$ cat config.mk
export PLATFORM = sky130hd
export DESIGN_NAME = imem_loader
export DESIGN_NICKNAME = d
export VERILOG_FILES = /design/src/rtl/imem_loader_pkg.sv /design/src/rtl/instr_encode.sv /design/src/rtl/imem_loader.sv
export SDC_FILE = /design/constraint.sdc
export NUM_CORES = 1
export LEC_CHECK = 0
export ABC_AREA = 1
export BUFFER_PORTS_ARGS = -buffer_cell sky130_fd_sc_hd__buf_2
export CAP_MARGIN = 30
export CORE_ASPECT_RATIO = 0.9
export CORE_MARGIN = 4
export CORE_UTILIZATION = 40
export CTS_BUF_LIST = sky130_fd_sc_hd__clkbuf_4 sky130_fd_sc_hd__clkbuf_8 sky130_fd_sc_hd__clkbuf_16
export CTS_CLUSTER_SIZE = 30
export DETAILED_ROUTE_END_ITERATION = 12
export GPL_ROUTABILITY_DRIVEN = 0
export PLACE_DENSITY_LB_ADDON = 0.12
export SYNTH_ARGS = -nofsm -noshare
export SYNTH_HDL_FRONTEND = slang
export SYNTH_SLANG_ARGS = --single-unit
$ cat constraint.sdc
create_clock -name clk -period 3.9 [get_ports clk]
set_input_delay 1.17 -clock clk [delete_from_list [all_inputs] [get_ports clk]]
set_output_delay 1.17 -clock clk [all_outputs]
set_load 0.005 [all_outputs]
$ cat src/rtl/imem_loader_pkg.sv
// rtl/imem_loader_pkg.sv - shared encoding formats, loader states and opcode/funct constants
package imem_loader_pkg;

   typedef enum logic [1:0] {
      FMT_R   = 2'd0,
      FMT_I   = 2'd1,
      FMT_J   = 2'd2,
      FMT_RSV = 2'd3
   } fmt_t;

   typedef enum logic [1:0] {
      ST_IDLE = 2'd0,
      ST_LOAD = 2'd1,
      ST_DONE = 2'd2
   } state_t;

   localparam logic [5:0] OP_RTYPE = 6'b000000;
   localparam logic [5:0] OP_LW    = 6'b100011;
   localparam logic [5:0] OP_SW    = 6'b101011;
   localparam logic [5:0] OP_BEQ   = 6'b000100;
   localparam logic [5:0] OP_ADDI  = 6'b001000;
   localparam logic [5:0] OP_J     = 6'b000010;

   localparam logic [5:0] FUNCT_ADD = 6'b100000;
   localparam logic [5:0] FUNCT_SUB = 6'b100010;
   localparam logic [5:0] FUNCT_AND = 6'b100100;
   localparam logic [5:0] FUNCT_OR  = 6'b100101;
   localparam logic [5:0] FUNCT_SLT = 6'b101010;

   // True when the fields describe something the main or ALU decoder cannot execute.
   function automatic logic field_bad(input logic [1:0] fmt, input logic [5:0] op,
                                      input logic [5:0] funct);
      logic op_ok;
      logic funct_ok;
      op_ok    = (op == OP_RTYPE) || (op == OP_LW) || (op == OP_SW) ||
                 (op == OP_BEQ) || (op == OP_ADDI) || (op == OP_J);
      funct_ok = (funct == FUNCT_ADD) || (funct == FUNCT_SUB) || (funct == FUNCT_AND) ||
                 (funct == FUNCT_OR) || (funct == FUNCT_SLT);
      return !op_ok || (fmt == FMT_RSV) || ((op == OP_RTYPE) && !funct_ok);
   endfunction

endpackage

$ cat src/rtl/instr_encode.sv
// rtl/instr_encode.sv - packs instruction fields into a 32-bit word by format
module instr_encode
   import imem_loader_pkg::*;
(
   input  logic [1:0]  fmt,
   input  logic [5:0]  op,
   input  logic [4:0]  rs,
   input  logic [4:0]  rt,
   input  logic [4:0]  rd,
   input  logic [4:0]  shamt,
   input  logic [5:0]  funct,
   input  logic [15:0] imm,
   input  logic [25:0] target,
   output logic [31:0] word
);

   // The reserved format falls through to the R layout.
   always_comb begin
      word = {op, rs, rt, rd, shamt, funct};
      case (fmt_t'(fmt))
         FMT_I:   word = {op, rs, rt, imm};
         FMT_J:   word = {op, target};
         default: ;
      endcase
   end

endmodule

$ cat src/rtl/imem_loader.sv
// rtl/imem_loader.sv - streams encoded instructions into instruction memory, then releases the CPU
// Optional field checking is enabled by defining LOADER_CHECK_EN.
module imem_loader
   import imem_loader_pkg::*;
#(
   parameter int DEPTH = 64,
   parameter int AW    = 6
) (
   input  logic          clk,
   input  logic          reset,
   input  logic          start,
   input  logic          in_valid,
   output logic          in_ready,
   input  logic [1:0]    fmt,
   input  logic [5:0]    op,
   input  logic [4:0]    rs,
   input  logic [4:0]    rt,
   input  logic [4:0]    rd,
   input  logic [4:0]    shamt,
   input  logic [5:0]    funct,
   input  logic [15:0]   imm,
   input  logic [25:0]   target,
   input  logic          last,
   output logic          we,
   output logic [AW-1:0] waddr,
   output logic [31:0]   wdata,
   output logic          cpu_reset,
   output logic          done,
   output logic [AW:0]   count,
   output logic          err
);

   localparam logic [AW:0] CNT_FULL = (AW+1)'(DEPTH);
   localparam logic [AW:0] CNT_ONE  = (AW+1)'(1);

   state_t      state;
   state_t      state_nx;
   logic        hs;
   logic        fin;
   logic        restart;
   logic [31:0] word;

   instr_encode u_encode (
      .fmt    (fmt),
      .op     (op),
      .rs     (rs),
      .rt     (rt),
      .rd     (rd),
      .shamt  (shamt),
      .funct  (funct),
      .imm    (imm),
      .target (target),
      .word   (word)
   );

   // Derived from state directly so in_ready and the handshake stay out of one comb loop.
   assign hs      = in_valid && (state == ST_LOAD);
   assign fin     = hs && (last || ((count + CNT_ONE) == CNT_FULL));
   assign restart = start && (state != ST_LOAD);

   always_ff @(posedge clk or posedge reset) begin
      if (reset) state <= ST_IDLE;
      else       state <= state_nx;
   end

   always_comb begin
      state_nx  = state;
      in_ready  = 1'b0;
      done      = 1'b0;
      cpu_reset = 1'b1;
      case (state)
         ST_IDLE: if (start) state_nx = ST_LOAD;
         ST_LOAD: begin
            in_ready = 1'b1;
            if (fin) state_nx = ST_DONE;
         end
         ST_DONE: begin
            done      = 1'b1;
            cpu_reset = err;
            if (start) state_nx = ST_LOAD;
         end
         default: state_nx = ST_IDLE;
      endcase
   end

   always_ff @(posedge clk or posedge reset) begin
      if (reset) begin
         we    <= 1'b0;
         waddr <= '0;
         wdata <= '0;
         count <= '0;
      end else begin
         we <= hs;
         if (hs) begin
            waddr <= count[AW-1:0];
            wdata <= word;
            count <= count + CNT_ONE;
         end else if (restart) begin
            count <= '0;
         end
      end
   end

`ifdef LOADER_CHECK_EN
   logic bad;
   assign bad = field_bad(fmt, op, funct);

   always_ff @(posedge clk or posedge reset) begin
      if (reset)          err <= 1'b0;
      else if (restart)   err <= 1'b0;
      else if (hs && bad) err <= 1'b1;
   end
`else
   assign err = 1'b0;
`endif

endmodule
Word-level counts from Yosys, hierarchy flattened
Index checks and enable logic that the tools add are counted.

word-level totals
  register bits = 48
  input port bits = 81
  output and inout port bits = 50
  word-level logic and storage cells = 31

operators by class
  add/sub/neg operators = 1
  equality and inequality tests = 8
  muxes and demuxes = 9
  reduce and logical (&&, ||, !) cells = 8

operators with widths
  operator                                                                 number
  26-bit case mux with 2 select lines                                      1
  7-bit two-way mux                                                        2
  7-bit by 1-bit adder with 7-bit output, second input constant            1
  7-bit equality test, second input constant                               1
  2-bit by 1-bit equality test with 1-bit output, second input constant    2
  2-bit equality test, second input constant                               2
  2-bit two-way mux                                                        2
  2-bit by 1-bit inequality test with 1-bit output, second input constant  2
  2-bit case mux with 2 select lines                                       1
  1-bit logical AND                                                        3
  1-bit two-way mux                                                        3
  2-bit logical NOT                                                        1
  2-bit inequality test, second input constant                             1
  2-bit AND reduction                                                      1
  2-bit nonzero test                                                       1
  2-bit OR reduction                                                       1
  1-bit logical OR                                                         1

Longest topological paths before layout
Gate-level depths: netlist of run 1.

  word-level depth = 6
  gate-level depth with buffers = 11

By module
From an unflattened synthesis of run 1, not the netlist that was laid out.

second synthesis, totals
  cell total of the unflattened synthesis = 345
  area, all modules = 2776.4 sq um

modules (own cells, without submodules)
  module        instances  cells an instance  area an instance (sq um)  seq. area each (sq um)
  imem_loader   1          227                1961.9                    1201.2
  instr_encode  1          118                814.5                     0.0

Least setup slack after synthesis of run 1
OpenSTA, ideal clock, no wires.

  path type = input port to flip-flop
  from = input fmt[0]
  to = register wdata[0]
  setup time = 0.079 ns
  arrival = 2.169 ns
  data required time = 3.821 ns
  path slack = 1.652 ns
  stages on the path = 9
  cells stage by stage = inv_1 > ha_1 > buf_4 > inv_4 > nand2_1 > inv_2 > buf_4 > a32oi_1 > a2bb2oi_1

between the ends
  word-level cells in the longest chain between the ends = 2
  elaborated cells on any way between the ends = 3
  classes of those cells = 2 x eq/ne; 1 x mux

ends and longest elaborated chain
  what                                                                                   RTL line            RTL
  start, declared                                                                        imem_loader.sv:14   input logic [1:0] fmt,
  2-bit equality test or 2-bit by 1-bit equality test with 1-bit output (tied branches)  instr_encode.sv:20  case (fmt_t'(fmt))
  26-bit case mux with 2 select lines *                                                  instr_encode.sv:20
  end signal, assigned                                                                   imem_loader.sv:96   wdata <= word;
  end, declared                                                                          imem_loader.sv:26   output logic [31:0] wdata,

Every way passes the cells marked *; elsewhere a longest branch is shown, timed or not.
A chain may end at the register's enable or synchronous reset.

Worst setup path after layout of run 1
  from = input fmt[0]
  to = register wdata[9]

Same word-level chain as after synthesis.

==> results of run 1 <==
sequential cells by signal (all words and copies together) (netlist names):
signal,cells
we,1
wdata,32
state,2
waddr,6
count,7
Yosys cell counts (4+ instances only):
library cell	number	area, um^2
sky130_fd_sc_hd__a2bb2oi_1	26	228
sky130_fd_sc_hd__buf_4	5	37.5
sky130_fd_sc_hd__nor2_1	5	18.8
sky130_fd_sc_hd__nand3_1	7	35.0
sky130_fd_sc_hd__o21ai_0	18	90.1
sky130_fd_sc_hd__a21oi_1	26	130
sky130_fd_sc_hd__buf_2	6	30.0
sky130_fd_sc_hd__nand2_1	44	165
sky130_fd_sc_hd__dfrtp_1	48	1200
sky130_fd_sc_hd__o21ai_1	6	30.0
sky130_fd_sc_hd__clkbuf_1	4	15.0
sky130_fd_sc_hd__inv_1	14	52.6
sky130_fd_sc_hd__a32oi_1	16	140
worst reg2reg max path: stages, from the launching register on:
cell and delay, ns:
sky130_fd_sc_hd__dfrtp_1 0.42, sky130_fd_sc_hd__nor2_4 0.15, sky130_fd_sc_hd__nand2_2 0.07, sky130_fd_sc_hd__inv_2 0.53
sky130_fd_sc_hd__nand2_1 0.19, sky130_fd_sc_hd__nand2_1 0.10, sky130_fd_sc_hd__nand2_1 0.04
kinds of logic after synthesis:
group	Yosys count
compound gates	95
xor+xnor	1
fa+ha+maj	3
buf+inv	36
flops	48
other cells	1
simple gates	59
power breakdown:
part	internal, mW	switching (mW)	leakage, nW	total, mW
registers	0.705	0.122	0.583	0.827
clock network	0.226	0.160	0.0645	0.386
logic	0.382	0.371	0.955	0.753
how the worst max path moves through the flow:
stage                 from         to  slack [ns]  cells after the start
global placement    fmt[0]  wdata[11]        1.29                      8
global route        fmt[0]  wdata[18]        1.46                      8
CTS                 fmt[0]  wdata[18]        1.60                      8
floorplan            reset   count[0]        1.59                      1
finish              fmt[0]   wdata[9]        1.57                      8
detailed placement  fmt[0]   wdata[9]        1.27                      8
per-layer routing:
metal / GRT usage / vias up / wire length, um
li1: - / 1103 / -
met1: 0.252 / 1035 / 2930
met2: 0.281 / 98 / 2980
met3: 0.0390 / 10 / 565
met4: 0.0634 / 0 / 106
met5: 0 / - / 0
stage by stage:
| step | area, um^2 | util |
|---|---|---|
| 2_1_floorplan | 2330 | - |
| 3_3_place_gp | 2950 | 0.521 |
| 3_5_place_dp | 2970 | 0.525 |
| 4_1_cts | 3100 | 0.547 |
| 5_1_grt | 3100 | 0.547 |
| 6_report | 3100 | 0.547 |
area by class of cell:
| type | instances | area share |
|---|---|---|
| flip-flops and latches | 48 | 0.388 |
| multi-input cells | 159 | 0.302 |
| repair buffers | 132 | 0.220 |
| clock buffers | 7 | 0.0311 |
| well taps | 70 | 0.0283 |
| inverters | 17 | 0.0214 |
| clock inverters | 1 | 0.00969 |
==> out/qor.log, run 1 <==
[run_status] run status complete, no violations
[pwr] static leakage 1.60 nW
[yosys] post-synthesis cell count 243
[clocking] root buffer cell sky130_fd_sc_hd__clkbuf_8
[clocking] CTS H-tree lvls 2
[final_layout] commonest cells after routing, fill and taps aside 129 x sky130_fd_sc_hd__buf_2, 48 x sky130_fd_sc_hd__dfrtp_1, 44 x sky130_fd_sc_hd__nand2_1
[critical_path] Worst Path Required 4.11 ns
[yosys] count of flip-flops with a built-in enable after synthesis 0
[clocking] post-cts gate resize count 0
[sta] Slew @ Worst Pin 0.912 ns
[final_layout] ratio of cells with drive above 1 in the final layout 0.404
[route] DRC Markers 0
[yosys] Post-synth ARST share 1.00
[yosys] Compound-Gate Fraction of Synth Area 0.274
[place] HPWL after detailed placement 4.72 mm
[final_layout] diode insertion count for antenna repair 0
[global_routing] antenna violations before repair 0
[critical_path] Worst R2R Start state[1]
[run] Max-Cap Viols 0
[sta] clock skew after layout 0.00967 ns
[sta] final setup fails 0
[pwr] highest ir drop seen on vdd 412 uV
[pwr] PwrDens 635 nW/um^2
[route] ratio of routed vias to standard cells 5.18
[critical_path] crit path max fanout 26
[route] residual antenna-violating net count after detailed routing 0
[critical_path] R2R depth 6
[sta] final period utilization 0.597
[pwr] total power consumption of the routed design 1.97 mW
[critical_path] terminus of the critical flop-to-flop path state[0]
[clocking] buffers from clock root to sink, at most 2
[clocking] hold buffer count at cts 0
[clocking] number of buffers inserted by post-CTS setup repair 0
[final_layout] number of nets in the layout 447
[critical_path] largest stage delay on the critical path 0.35 ns
[sta] slack of the critical path 1.57 ns
[yosys] Synth cell types 26
[min_path] HP Class flop to flop
[sta] Fin Hold WS 0.486 ns
[die] starting density of the core 0.412
[clocking] clock tree from TritonCTS built
[yosys] main flop type after synthesis sky130_fd_sc_hd__dfrtp_1
[critical_path] slowest stage cell on the critical path sky130_fd_sc_hd__inv_2
[yosys] main combinational cell family by area after synthesis compound AO/OA/AOI/OAI gates
[die] vertical extent of the die 80.5 um
[final_layout] most frequent standard cell in the layout excluding fill and tap cells sky130_fd_sc_hd__buf_2
[die] Placeable Area 5660 um^2
[sta] Setup Total Neg Slack 0 ns
[clocking] number of clock sinks 48
[route] number of DRC markers after the initial detailed-route iteration 84
[global_routing] via count of the first global-routing pass 2144
[critical_path] Buf+Inv Stages, Crit Path 4
[critical_path] launching element type of the critical path primary input
[critical_path] critical path start-end classification primary input to flop
[yosys] Mean Syn Cell Area 9.60 um^2
[yosys] post-synthesis simple-gate area fraction 0.106
[critical_path] kind of capture point of the worst setup path flop
[die] total I/O pin count 131
[final_layout] Layout Area Growth over Synthesis 32.8%
[place] input/output buffers 129
[die] die area 7120 um^2
[final_layout] sequential cell area 1200 um^2
[global_routing] global router's overall resource usage 0.182
[min_path] Hold Crit Start waddr[5]
[yosys] share of synthesized area spent on multiplexers 0
[yosys] Syn. warnings 0
[route] Final Routed Wirelength 6.58 mm
[route] number of iterations in the first detailed-routing pass 4
[yosys] number of storage elements in the synthesis netlist 48
[sta] number of hold violations in the final report 0
[route] average wire length per cell after detail routing 15.2 um
[min_path] cell count of the worst hold path 2
[clocking] clock network latency to the later pin of the worst-skew pair 0.30 ns
[sta] minimum clock period after layout 2.33 ns
[sta] Max Slew Vio Count 0
[yosys] share of synthesized area occupied by flip-flops and latches 0.515
[clocking] number of buffers inserted during clock tree synthesis 5
[critical_path] kind of cell adding the most delay to the critical path buffers and inverters
[final_layout] non-filler instance count after layout 434
[sta] maximum frequency from static timing analysis 429 MHz
[clocking] Clock Pin Slew Worst Setup and Hold Paths 0.09 ns
[critical_path] setup slack on the worst flop-to-flop path 2.30 ns
[route] routed vias 2246
[critical_path] Arrival @ worst endpoint 2.54 ns
[die] die span in x 88.5 um
[sta] setup repair after global routing missed its margin false
[yosys] post-synthesis share of cell area spent on full adders, half adders and majority gates 0.0161
[yosys] parity-gate share of the synthesized area counting xor and xnor cells 0.00375
[global_routing] first-pass GRT wire length 10.1 mm
[place] pre-CTS WS 1.27 ns
[global_routing] global route overflow 0
[die] number of rows created at floorplan 26
[critical_path] cell breakdown of the critical path buf_2 -> inv_1 -> ha_1 -> inv_4 -> nand2_1 -> inv_2 -> a32oi_1 -> a2bb2oi_1
[final_layout] multi-input combinational cell area 936 um^2
[place] placed instance count 426
[sta] normalized max-slew margin 0.392
[global_routing] maximum number of pins on one net before global-route repair 48
[final_layout] number of filler cells placed in the layout 521
[yosys] synthesized area 2330 um^2
[min_path] worst-case hold path end point waddr[5]
[yosys] Mapped Nets 327
Power figures use the tool's default switching activity.
==> run 2: changes to the inputs <==
==> constraint.sdc (replaced) <==
create_clock -name clk -period 2.1 [get_ports clk]
set_input_delay 0.63 -clock clk [delete_from_list [all_inputs] [get_ports clk]]
set_output_delay 0.63 -clock clk [all_outputs]
set_load 0.005 [all_outputs]
==> out/qor.log, run 2 (synthesis results as in run 1) <==
[pwr] proportion of power drawn by combinational gates 0.405
[route] average wire length per cell after detail routing 15.3 um
[sta] maximum frequency from static timing analysis 586 MHz
[place] placed cell areas 3000 um^2
[sta] number of hold violations in the final report 0
[sta] Fin Hold WS 0.183 ns
[clocking] hold buffer count at cts 0
[final_layout] commonest cells after routing, fill and taps aside 129 x sky130_fd_sc_hd__buf_2, 48 x sky130_fd_sc_hd__dfrtp_1, 44 x sky130_fd_sc_hd__nand2_1
[clocking] post-cts gate resize count 0
[run] Max-Cap Viols 0
[critical_path] critical path start-end classification flop to primary output
[clocking] root buffer cell sky130_fd_sc_hd__clkbuf_8
[final_layout] final instance area 3100 um^2
[sta] Setup Total Neg Slack 0 ns
[pwr] sequential share of power 0.432
[critical_path] cell breakdown of the critical path inv_1 -> nand2_1 -> inv_1 -> buf_2
[critical_path] largest stage delay on the critical path 0.37 ns
[sta] clock skew after layout 0.00730 ns
[die] vertical extent of the die 80.5 um
[route] ratio of routed vias to standard cells 5.16
[min_path] HP Class primary input to asynchronous set/reset pin
[run_status] run status complete, no violations
[route] number of iterations in the first detailed-routing pass 4
[die] die area 7120 um^2
[sta] final period utilization 0.813
[place] HPWL after detailed placement 4.95 mm
[critical_path] setup slack on the worst flop-to-flop path 0.54 ns
[critical_path] slowest stage cell on the critical path sky130_fd_sc_hd__dfrtp_1
[critical_path] launching element type of the critical path flop
[die] Placeable Area 5660 um^2
[global_routing] first-pass GRT wire length 10.5 mm
[critical_path] Worst path most repeated cell sky130_fd_sc_hd__inv_1
[route] DRC Markers 0
[critical_path] kind of cell adding the most delay to the critical path flip-flops
[clocking] buffers from clock root to sink, at most 2
[sta] minimum clock period after layout 1.71 ns
[clocking] number of buffers inserted by post-CTS setup repair 0
[global_routing] global router's overall resource usage 0.190
[clocking] number of clock sinks 48
[clocking] CTS H-tree lvls 2
[pwr] share of total power in the clock network 0.163
[final_layout] Layout Area Growth over Synthesis 32.7%
[critical_path] Arrival @ worst endpoint 1.08 ns
[final_layout] ratio of cells with drive above 1 in the final layout 0.414
[global_routing] antenna violations before repair 0
[pwr] switching share of power 0.348
[final_layout] biggest regs wdata: 32 flops, count: 7 flops, waddr: 6 flops
[global_routing] maximum number of pins on one net before global-route repair 27
[die] number of rows created at floorplan 26
[final_layout] flip-flop count of the largest register, all copies and words added 32
[route] number of DRC markers after the initial detailed-route iteration 141
[pwr] total internal power 2.30 mW
[clocking] Clock Pin Slew Worst Setup and Hold Paths 0.08 ns
[route] routed vias 2272
[route] residual antenna-violating net count after detailed routing 0
[pwr] total power consumption of the routed design 3.53 mW
[route] Final Routed Wirelength 6.74 mm
[clocking] number of buffers inserted during clock tree synthesis 5
[final_layout] number of nets in the layout 453
[critical_path] Buf+Inv Stages, Crit Path 3
[final_layout] diode insertion count for antenna repair 0
[critical_path] terminus of the critical flop-to-flop path state[0]
[critical_path] Worst R2R Start count[0]
[place] input/output buffers 129
[die] total I/O pin count 131
[die] starting density of the core 0.412
[die] die span in x 88.5 um
[critical_path] kind of capture point of the worst setup path primary output
[final_layout] fraction of the core area covered by cells at the end of the flow 0.547
[clocking] clock tree from TritonCTS built
[pwr] static leakage 1.61 nW
[global_routing] global route overflow 0
[global_routing] via count of the first global-routing pass 2260
[clocking] clock network latency to the later pin of the worst-skew pair 0.31 ns
[sta] setup repair after global routing missed its margin false
[critical_path] Worst Path Required 1.47 ns
[pwr] highest ir drop seen on vdd 565 uV
[critical_path] crit path max fanout 4
[sta] final setup fails 0
[pwr] PwrDens 1140 nW/um^2
[critical_path] R2R depth 11
[pwr] Switch Pwr 1.23 mW
[final_layout] most frequent standard cell in the layout excluding fill and tap cells sky130_fd_sc_hd__buf_2
[sta] Max Slew Vio Count 0
[final_layout] register bank with the most flops wdata
run 2: cell count changes in the layout (fill, tap and decap cells not counted), sizes merged:
cell,previous run,this run
bufinv,1,0
clkbuf,7,6
buf,132,138
clkinv,0,2
run 2: worst max-delay path by stage:
| stage | to | slack [ns] | from | cells past startpoint |
|---|---|---|---|---|
| after floorplan | count[0] | 0.33 | reset | 1 |
| after global placement | wdata[11] | 0.15 | fmt[0] | 8 |
| after CTS | done | 0.38 | state[0] | 4 |
| final | done | 0.39 | state[0] | 4 |
| after detailed placement | wdata[11] | 0.16 | fmt[0] | 8 |
| after global routing | done | 0.31 | state[0] | 4 |
run 2: power groups by stage:
stage               Clock, mW  Sequential, mW  Combinational (mW)
CTS                     0.597            1.53                1.46
floorplan                   0            1.57               0.803
detailed placement          0            1.54                1.46
global placement            0            1.54                1.44
finish                  0.576            1.52                1.43
global route            0.634            1.58                1.61
run 2: layer usage:
| layer | vias to the layer above | share of wire | global-route usage |
|---|---|---|---|
| met3 | 13 | 0.078 | 0.0349 |
| met4 | 0 | 0.020 | 0.0755 |
| met1 | 1050 | 0.44 | 0.250 |
| met5 | - | 0 | 0 |
| li1 | 1115 | - | - |
| met2 | 94 | 0.47 | 0.309 |
run 2: cell type report:
| type | instances | area (um^2) |
|---|---|---|
| Fill cell | 542 | 2560 |
| Sequential cell | 48 | 1200 |
| Multi-Input combinational cell | 159 | 936 |
| Timing Repair Buffer | 138 | 713 |
| Tap cell | 70 | 87.6 |
| Clock buffer | 6 | 82.6 |
| Inverter | 17 | 66.3 |
| Clock inverter | 2 | 10.0 |
run 2: metrics by stage:
step,worst slack (ns),std cells
2_1_floorplan,0.326,243
3_3_place_gp,0.149,432
3_5_place_dp,0.161,432
4_1_cts,0.383,440
5_1_grt,0.307,440
6_report,0.393,440
